## src/rtl/timer_port_arb_pkg.sv

```systemverilog
// timer_port_arb_pkg: timer register map and arbiter FSM encodings, shared with the timer and bus decoder
package timer_port_arb_pkg;
    localparam logic [19:0] TIMER_MTIME_ADDR    = 20'h00;
    localparam logic [19:0] TIMER_MTIMECMP_ADDR = 20'h04;
    typedef logic [1:0] state_t;
    localparam state_t ST_IDLE  = 2'd0;
    localparam state_t ST_ISSUE = 2'd1;
    localparam state_t ST_RESP  = 2'd2;
    // Zero-extended compare so any upper address bits make the access unmapped
    function automatic logic timer_addr_ok(input logic [63:0] addr);
        return addr == 64'(TIMER_MTIME_ADDR) || addr == 64'(TIMER_MTIMECMP_ADDR);
    endfunction
endpackage

```

## src/rtl/timer_port_arb_rr_pick.sv

```systemverilog
// rr_pick: combinational round-robin picker, first valid index at or after ptr
module rr_pick #(
    parameter int N  = 2,
    parameter int IW = $clog2(N)
) (
    input  logic [N-1:0]  valid,
    input  logic [IW-1:0] ptr,
    output logic [N-1:0]  grant,
    output logic [IW-1:0] idx,
    output logic          any
);
    always_comb begin
        idx = '0;
        for (int i = N - 1; i >= 0; i--)
            if (valid[(int'(ptr) + i) % N]) idx = IW'((int'(ptr) + i) % N);
        any   = |valid;
        grant = any ? N'(1) << idx : '0;
    end
endmodule

```

## src/rtl/timer_port_arb.sv

```systemverilog
// timer_port_arb: round-robin sharing of the timer register port, one transaction in flight
module timer_port_arb
    import timer_port_arb_pkg::*;
#(
    parameter int N_REQ  = 2,
    parameter int ADDR_W = 20,
    parameter int DATA_W = 32
) (
    input  logic                    clk_i,
    input  logic                    rst_i,
    input  logic [N_REQ-1:0]        req_valid_i,
    input  logic [N_REQ-1:0]        req_we_i,
    input  logic [N_REQ*ADDR_W-1:0] req_addr_i,
    input  logic [N_REQ*DATA_W-1:0] req_wdata_i,
    output logic [N_REQ-1:0]        req_ready_o,
    output logic [N_REQ-1:0]        rsp_valid_o,
    output logic [DATA_W-1:0]       rsp_rdata_o,
    output logic                    rsp_err_o,
    output logic                    timer_wr_en_o,
    output logic [ADDR_W-1:0]       timer_wr_addr_o,
    output logic [DATA_W-1:0]       timer_wr_data_o,
    output logic                    timer_rd_en_o,
    output logic [ADDR_W-1:0]       timer_rd_addr_o,
    input  logic [DATA_W-1:0]       timer_rd_data_i
);
    localparam int IW = $clog2(N_REQ);
    state_t            state;
    logic [IW-1:0]     rr_ptr, pick_idx, win;
    logic [N_REQ-1:0]  pick_oh, rsp_valid_q;
    logic              pick_any, accept, pick_we, pick_ok;
    logic [ADDR_W-1:0] pick_addr, addr_q;
    logic [DATA_W-1:0] pick_wdata, wdata_q, rdata_q;
    logic              wr_q, rd_q, err_q, rsp_err_q;

    rr_pick #(.N(N_REQ), .IW(IW)) u_pick (
        .valid(req_valid_i),
        .ptr  (rr_ptr),
        .grant(pick_oh),
        .idx  (pick_idx),
        .any  (pick_any)
    );

    assign accept      = !rst_i && state == ST_IDLE && pick_any;
    assign pick_we     = req_we_i[pick_idx];
    assign pick_addr   = req_addr_i[int'(pick_idx) * ADDR_W +: ADDR_W];
    assign pick_wdata  = req_wdata_i[int'(pick_idx) * DATA_W +: DATA_W];
    assign pick_ok     = timer_addr_ok(64'(pick_addr));
    assign req_ready_o = accept ? pick_oh : '0;

    // Strobes are decided at accept so they are registered going into ISSUE
    always_ff @(posedge clk_i) begin
        if (rst_i) begin
            state       <= ST_IDLE;
            rr_ptr      <= '0;
            win         <= '0;
            addr_q      <= '0;
            wdata_q     <= '0;
            wr_q        <= 1'b0;
            rd_q        <= 1'b0;
            err_q       <= 1'b0;
            rsp_valid_q <= '0;
            rdata_q     <= '0;
            rsp_err_q   <= 1'b0;
        end else begin
            state       <= accept ? ST_ISSUE : state == ST_ISSUE ? ST_RESP : ST_IDLE;
            wr_q        <= accept && pick_ok && pick_we;
            rd_q        <= accept && pick_ok && !pick_we;
            rsp_valid_q <= state == ST_ISSUE ? N_REQ'(1) << win : '0;
            rdata_q     <= rd_q ? timer_rd_data_i : '0;
            rsp_err_q   <= state == ST_ISSUE && err_q;
            if (accept) begin
                win     <= pick_idx;
                addr_q  <= pick_addr;
                wdata_q <= pick_wdata;
                err_q   <= !pick_ok;
                rr_ptr  <= pick_idx == IW'(N_REQ - 1) ? '0 : pick_idx + 1'b1;
            end
        end
    end

    // Gating with rst_i kills anything registered for the reset cycle itself
    assign timer_wr_en_o   = wr_q && !rst_i;
    assign timer_rd_en_o   = rd_q && !rst_i;
    assign timer_wr_addr_o = timer_wr_en_o ? addr_q : '0;
    assign timer_wr_data_o = timer_wr_en_o ? wdata_q : '0;
    assign timer_rd_addr_o = timer_rd_en_o ? addr_q : '0;
    assign rsp_valid_o     = rst_i ? '0 : rsp_valid_q;
    assign rsp_rdata_o     = rst_i ? '0 : rdata_q;
    assign rsp_err_o       = rsp_err_q && !rst_i;
endmodule

```

## config.mk

```make
export PLATFORM = sky130hd
export DESIGN_NAME = timer_port_arb
export DESIGN_NICKNAME = d
export VERILOG_FILES = /design/src/rtl/timer_port_arb_pkg.sv /design/src/rtl/timer_port_arb_rr_pick.sv /design/src/rtl/timer_port_arb.sv
export SDC_FILE = /design/constraint.sdc
export NUM_CORES = 1
export LEC_CHECK = 0
export ABC_CLOCK_PERIOD_IN_PS = 1300
export BUFFER_PORTS_ARGS = -buffer_cell sky130_fd_sc_hd__buf_2
export CAP_MARGIN = 15
export CORE_MARGIN = 1.5
export CORE_UTILIZATION = 35
export DETAILED_ROUTE_END_ITERATION = 12
export GPL_TIMING_DRIVEN = 0
export PLACE_DENSITY_LB_ADDON = 0.05
export SYNTH_ARGS = -nofsm -noshare
export SYNTH_HDL_FRONTEND = slang
export SYNTH_SLANG_ARGS = --single-unit
```

## constraint.sdc

```tcl
create_clock -name clk_i -period 1.3 [get_ports clk_i]
set_input_delay 0.195 -clock clk_i [delete_from_list [all_inputs] [get_ports clk_i]]
set_output_delay 0.195 -clock clk_i [all_outputs]
set_load 0.005 [all_outputs]
```

==> results.json, run 1 <==
{
  "clkSlewWorstSetupHoldPaths_ns": 0.06,
  "min-delay-path-class": "in -> reg",
  "coreArea_um2": 11400,
  "num_antenna_cells": 0,
  "vias": 4274,
  "hpwl_mm": 9.67,
  "critPathMaxFanout": 6,
  "numPortBuffers": 252,
  "powerDensity_nw_per_um2": 960,
  "area.growth.synth_to_final_pct": 69.5,
  "firstDrtPassIters": 5,
  "core.rowCount": 39,
  "wl_per_cell_um": 15.2,
  "ant_nets": 0,
  "rsz0062_at_grt": "yes",
  "critPathKind": "reg -> out",
  "async_reset_ff_frac": 0,
  "drv_cap": 0,
  "die_w_um": 111,
  "finalWorstSetupSlack_ns": -0.274,
  "power.total_w": 0.00664,
  "synth_ff_type": "dfxtp_1",
  "fin_skew_ns": 0.00650,
  "drt-initial-drc-count": 222,
  "cts_root_buf": "clkbuf_16",
  "relSlewSlack": 0.666,
  "synthCells": 444,
  "final_cells": 886,
  "initial_core_util": 0.358,
  "netlist_area_um2": 4080,
  "worstSetupStartpointType": "register",
  "yosys_register_bits": 94,
  "grt_pass1_wl_mm": 20.5,
  "clockBufferDepth": 2,
  "clock.fmax_mhz": 635,
  "syn-mean-instance-area_um2": 9.20,
  "htree_levels": 3,
  "cts_hold_buf": 0,
  "cpMaxStageDelayCell": "dfxtp_2",
  "status": "finished with violations",
  "fillCellCount": 1040,
  "insertion_delay_ns": 0.34,
  "grt.total_usage": 0.210,
  "antenna_found_initial": 0,
  "yosysTopAreaCell": "dfxtp_1",
  "final_max_slew_viol_count": 0,
  "dp.cells": 839,
  "grt_remaining_overflow": 0,
  "leakagePower_nw": 3.43,
  "synth_common_cells": "and2_1, dfxtp_1, nor2b_1",
  "syn_nets": 586,
  "numCtsBuffers": 9,
  "place_congestion": 0.762,
  "synth_edf_count": 0,
  "finalSetupViolCount": 132,
  "ys_types": 30,
  "numClockSinks": 94,
  "yosysSeqAreaShare": 0.461,
  "grt_pass1_vias": 4029,
  "holdWs_ns": 0.0502,
  "cpPeakStageDelay_ns": 0.31,
  "fin_nets": 880,
  "fin_util": 0.606,
  "die-area_um2": 12300,
  "drc": 0,
  "cp_cell_sequence": "nor2b_4, buf_12, buf_4, buf_6, and2_1, buf_2",
  "arrival_ns": 1.38,
  "cts_tree": "yes",
  "irDropWorstVdd_uv": 567,
  "vias_per_cell": 4.82,
  "required_ns": 1.11,
  "violations": "negative setup slack",
  "grt_max_degree": 16,
  "yosys_warnings": 0,
  "post-route-period-util": 1.21,
  "pin_count": 253,
  "synth.most_common_cell": "and2_1",
  "end_kind": "output port",
  "hold_violations": 0,
  "synth_top_area_share": 0.461,
  "worstMarginPinSlew_ns": 0.501,
  "synth_area_leaders": "dfxtp_1, and2_1, a222oi_1",
  "drive_gt1_frac": 0.538,
  "drt_wl_total_mm": 13.5,
  "dieHeight_um": 111,
  "period_minus_slack_ns": 1.57
}
## area by class of cell
cell class	instances	area, µm²	area share
Inverter	5	18.8	0.00271
Clock inverter	4	31.3	0.00452
Buffer	33	415	0.0600
Timing Repair Buffer	284	1880	0.272
Sequential cell	94	1890	0.273
Clock buffer	12	246	0.0356
Multi-Input combinational cell	311	2260	0.326
Tap cell	143	179	0.0259
## per-layer routing
| layer | share of wire | up-vias | track usage |
|---|---|---|---|
| li1 | - | 2112 | - |
| met1 | 0.42 | 1981 | 0.262 |
| met2 | 0.50 | 172 | 0.364 |
| met3 | 0.062 | 9 | 0.0503 |
| met4 | 0.0094 | 0 | 0.0513 |
| met5 | 0 | - | 0 |
## power breakdown
part / total, W / internal (W) / switching [W]
Sequential: 0.00316 / 0.00305 / 0.000108
Clock: 0.00246 / 0.00136 / 0.00110
Combinational: 0.00103 / 0.000567 / 0.000460
Total: 0.00664 / 0.00497 / 0.00167
## timing repair
action,CTS,global route
gates cloned,7,3
pin swaps,25,49
gates resized for setup,120,101
setup endpoints to repair,184,173
setup buffers,16,10
## layout by cell type (no fill, tap or decap), types with 2 or more instances in the layout
master      instances
clkbuf_4            2
buf_4              14
nand4_1             2
a222oi_1           24
buf_2             218
dfxtp_2             5
mux2i_2             4
nand2_1            21
clkbuf_16          17
nor2b_1            35
nand2_8             2
nand3b_1           18
dfxtp_1            89
a21oi_2             2
clkbuf_1            5
buf_6              49
nor4_1              8
buf_8              14
inv_1               4
a22oi_2            10
nor2_1             30
o21ai_1            13
o21ai_2             5
clkbuf_2            5
buf_12              3
clkinvlp_4          3
and2_4             31
and2_1             73
mux2i_1            16
and3_4              2
nor2b_4             2
## registers in the layout (all words and copies together) (netlist names)
register / flops
rdata_q: 32
wdata_q: 32
addr_q: 20
rsp_valid_q: 2
state: 2
err_q: 1
rd_q: 1
rr_ptr: 1
rsp_err_q: 1
win: 1
wr_q: 1
## path summary, 6_finish.rpt
path	endpoint	from	cells after the start	slack, ns
worst min register to register	wdata_q[8]	wdata_q[8]	2	0.43
worst min-delay path	rdata_q[29]	timer_rd_data_i[29]	2	0.05
worst max register to register	err_q	state[0]	5	-0.23
worst max-delay path	timer_rd_addr_o[19]	rd_q	6	-0.27
## critical path: cells and delay by family (launching register included)
| kind | cells | cell delay [ns] |
|---|---|---|
| buffers and inverters | 4 | 0.49 |
| flip-flops | 1 | 0.31 |
| AND/OR/NAND/NOR | 2 | 0.24 |
## cells by family after synthesis
logic type,count (synthesis),synth area share
mux,21,0.0518
compound gates,57,0.108
flops,94,0.461
simple gates,232,0.333
buf+inv,40,0.0457
## stage by stage
stage / setup WS, ns / setup TNS (ns) / area [µm²]
2_1_floorplan: -0.0155 / -0.0155 / 4110
3_3_place_gp: -0.561 / -62.10 / 5550
3_5_place_dp: -0.581 / -66.04 / 5550
4_1_cts: -0.262 / -23.52 / 6500
5_1_grt: -0.335 / -32.64 / 6920
6_report: -0.274 / -22.85 / 6920
Power figures use the tool's default switching activity.
==> run 2: changes to the inputs <==
--- a/config.mk
+++ b/config.mk
@@ -11,8 +11,9 @@
 export CORE_MARGIN = 1.5
 export CORE_UTILIZATION = 35
 export DETAILED_ROUTE_END_ITERATION = 12
-export GPL_TIMING_DRIVEN = 0
+export GPL_TIMING_DRIVEN = 1
 export PLACE_DENSITY_LB_ADDON = 0.05
+export SLEW_MARGIN = 20
 export SYNTH_ARGS = -nofsm -noshare
 export SYNTH_HDL_FRONTEND = slang
 export SYNTH_SLANG_ARGS = --single-unit
==> results.json, run 2 (synthesis results as in run 1) <==
{
  "status": "finished with violations",
  "violations": "negative setup slack",
  "arrival_ns": 1.31,
  "final_cell_mix": "buf_2, and2_1, dfxtp_1",
  "cp_cell_sequence": "nor3_4, and3_4, buf_12, buf_6",
  "insertion_delay_ns": 0.33,
  "finalWorstSetupSlack_ns": -0.209,
  "use_met3": 0.0651,
  "cpMaxStageDelayCell": "dfxtp_2",
  "end_kind": "output port",
  "drt_wl_total_mm": 11.9,
  "fin_nets": 855,
  "initial_core_util": 0.358,
  "worstSetupStartpointType": "register",
  "num_antenna_cells": 0,
  "largestRegisters": "rdata_q x32, wdata_q x32, addr_q x20",
  "numClockSinks": 94,
  "irDropWorstVdd_uv": 549,
  "dieHeight_um": 111,
  "cpPeakStageDelay_ns": 0.33,
  "drt-initial-drc-count": 301,
  "final_common_cell": "buf_2",
  "dpl_cell_area_um2": 5690,
  "rrSetupSlack_ns": -0.15,
  "worstSetupPathDepth": 4,
  "drv_cap": 0,
  "cts_root_buf": "clkbuf_16",
  "grt.total_usage": 0.185,
  "min-delay-path-class": "in -> reg",
  "antenna_found_initial": 1,
  "vias_per_cell": 4.73,
  "clkSlewWorstSetupHoldPaths_ns": 0.07,
  "drc": 0,
  "grt_pass1_wl_mm": 18.2,
  "fin_skew_ns": 0.00502,
  "cts_hold_buf": 0,
  "coreArea_um2": 11400,
  "use_met1": 0.218,
  "reg2reg_depth": 6,
  "post-route-period-util": 1.16,
  "cts_tree": "yes",
  "hp-start": "timer_rd_data_i[15]",
  "area.growth.synth_to_final_pct": 55.1,
  "fillCellCount": 1057,
  "worstMarginPinSlew_ns": 0.381,
  "critPathMaxFanout": 3,
  "firstDrtPassIters": 7,
  "grt_max_degree": 38,
  "core.rowCount": 39,
  "r2r-end": "wdata_q[16]",
  "hold_depth": 2,
  "final_max_slew_viol_count": 0,
  "place_congestion": 0.784,
  "grt.busiest_layer": "met2",
  "ant_nets": 0,
  "wl_per_cell_um": 13.9,
  "rsz0062_at_grt": "yes",
  "met2_usage": 0.316,
  "critPathKind": "reg -> out",
  "period_minus_slack_ns": 1.51,
  "htree_levels": 3,
  "path_delay_family": "simple AND/OR/NAND/NOR gates",
  "clock.fmax_mhz": 663,
  "numPortBuffers": 252,
  "relSlewSlack": 0.744,
  "power.total_w": 0.00648,
  "clockBufferDepth": 2,
  "fin_area_um2": 6330,
  "hpwl_mm": 8.68,
  "finalSetupViolCount": 116,
  "holdPathEnd": "rdata_q[15]",
  "die_w_um": 111,
  "numCtsBuffers": 9,
  "pin_count": 253,
  "reg2reg_from": "rr_ptr",
  "powerDensity_nw_per_um2": 1020,
  "grt_remaining_overflow": 0,
  "worst-path-buf-inv": 2,
  "hold_violations": 0,
  "die-area_um2": 12300,
  "drive_gt1_frac": 0.476,
  "vias": 4075,
  "grt_pass1_vias": 3761,
  "leakagePower_nw": 3.23,
  "required_ns": 1.11
}
[run 2: cell types whose count changed in the layout (fill, tap and decap cells not counted), moves of 4 or more]
cell       previous run  this run
buf_6                49        17
buf_2               218       246
and2_1               73       100
and2_4               31         4
o21ai_0               0        18
o21ai_1              13         0
buf_8                14         2
buf_12                3        10
clkbuf_16            17        10
clkbuf_2              5         0
o21ai_2               5         0
clkbuf_1              5         1
[run 2: routing by layer]
metal	part of all wire	wire, µm
met1	0.42	5020
met4	0.0058	69
met3	0.082	977
met5	0.0010	12
met2	0.49	5850
[run 2: layout make-up]
| class | instances | area [µm²] | share of cell area |
|---|---|---|---|
| Multi-Input combinational cell | 310 | 2150 | 0.339 |
| Sequential cell | 94 | 1890 | 0.298 |
| Inverter | 5 | 18.8 | 0.00296 |
| Clock buffer | 10 | 229 | 0.0362 |
| Timing Repair Buffer | 293 | 1830 | 0.288 |
| Tap cell | 143 | 179 | 0.0283 |
| Clock inverter | 6 | 45.0 | 0.00711 |
[run 2: worst max-delay path by stage]
stage / from / to / slack [ns]
finish: state[1] / req_ready_o[0] / -0.21
global route: state[1] / req_ready_o[1] / -0.26
CTS: wr_q / timer_wr_data_o[2] / -0.22
detailed placement: req_addr_i[8] / err_q / -0.32
global placement: req_addr_i[8] / err_q / -0.30
floorplan: state[0] / err_q / -0.02
[run 2: timing repair]
action                     in CTS  in global routing
pin swaps                      22                 15
resized for setup              27                 29
buffers inserted                6                  6
setup endpoints to repair     123                146
hold endpoints to repair        0                  0
cloned                          2                  1
[run 2: per-stage QoR]
step / utilization / hold WS, ns / setup TNS, ns / worst slack, ns / std cells
floorplan: - / 0.317 / -0.0155 / -0.0155 / 444
global placement: 0.498 / 0.393 / -3.11 / -0.298 / 831
detailed placement: 0.498 / 0.397 / -4.05 / -0.319 / 831
CTS: 0.540 / 0.0362 / -15.81 / -0.219 / 855
global route: 0.554 / 0.0356 / -21.60 / -0.262 / 861
finish: 0.554 / 0.0530 / -13.19 / -0.209 / 861
[run 2: where the power goes]
part           leakage (nW)  internal (W)  switching, W
clock network         0.137       0.00131       0.00111
logic                  2.33      0.000507      0.000408
registers             0.768       0.00305     0.0000964
total                  3.23       0.00487       0.00162
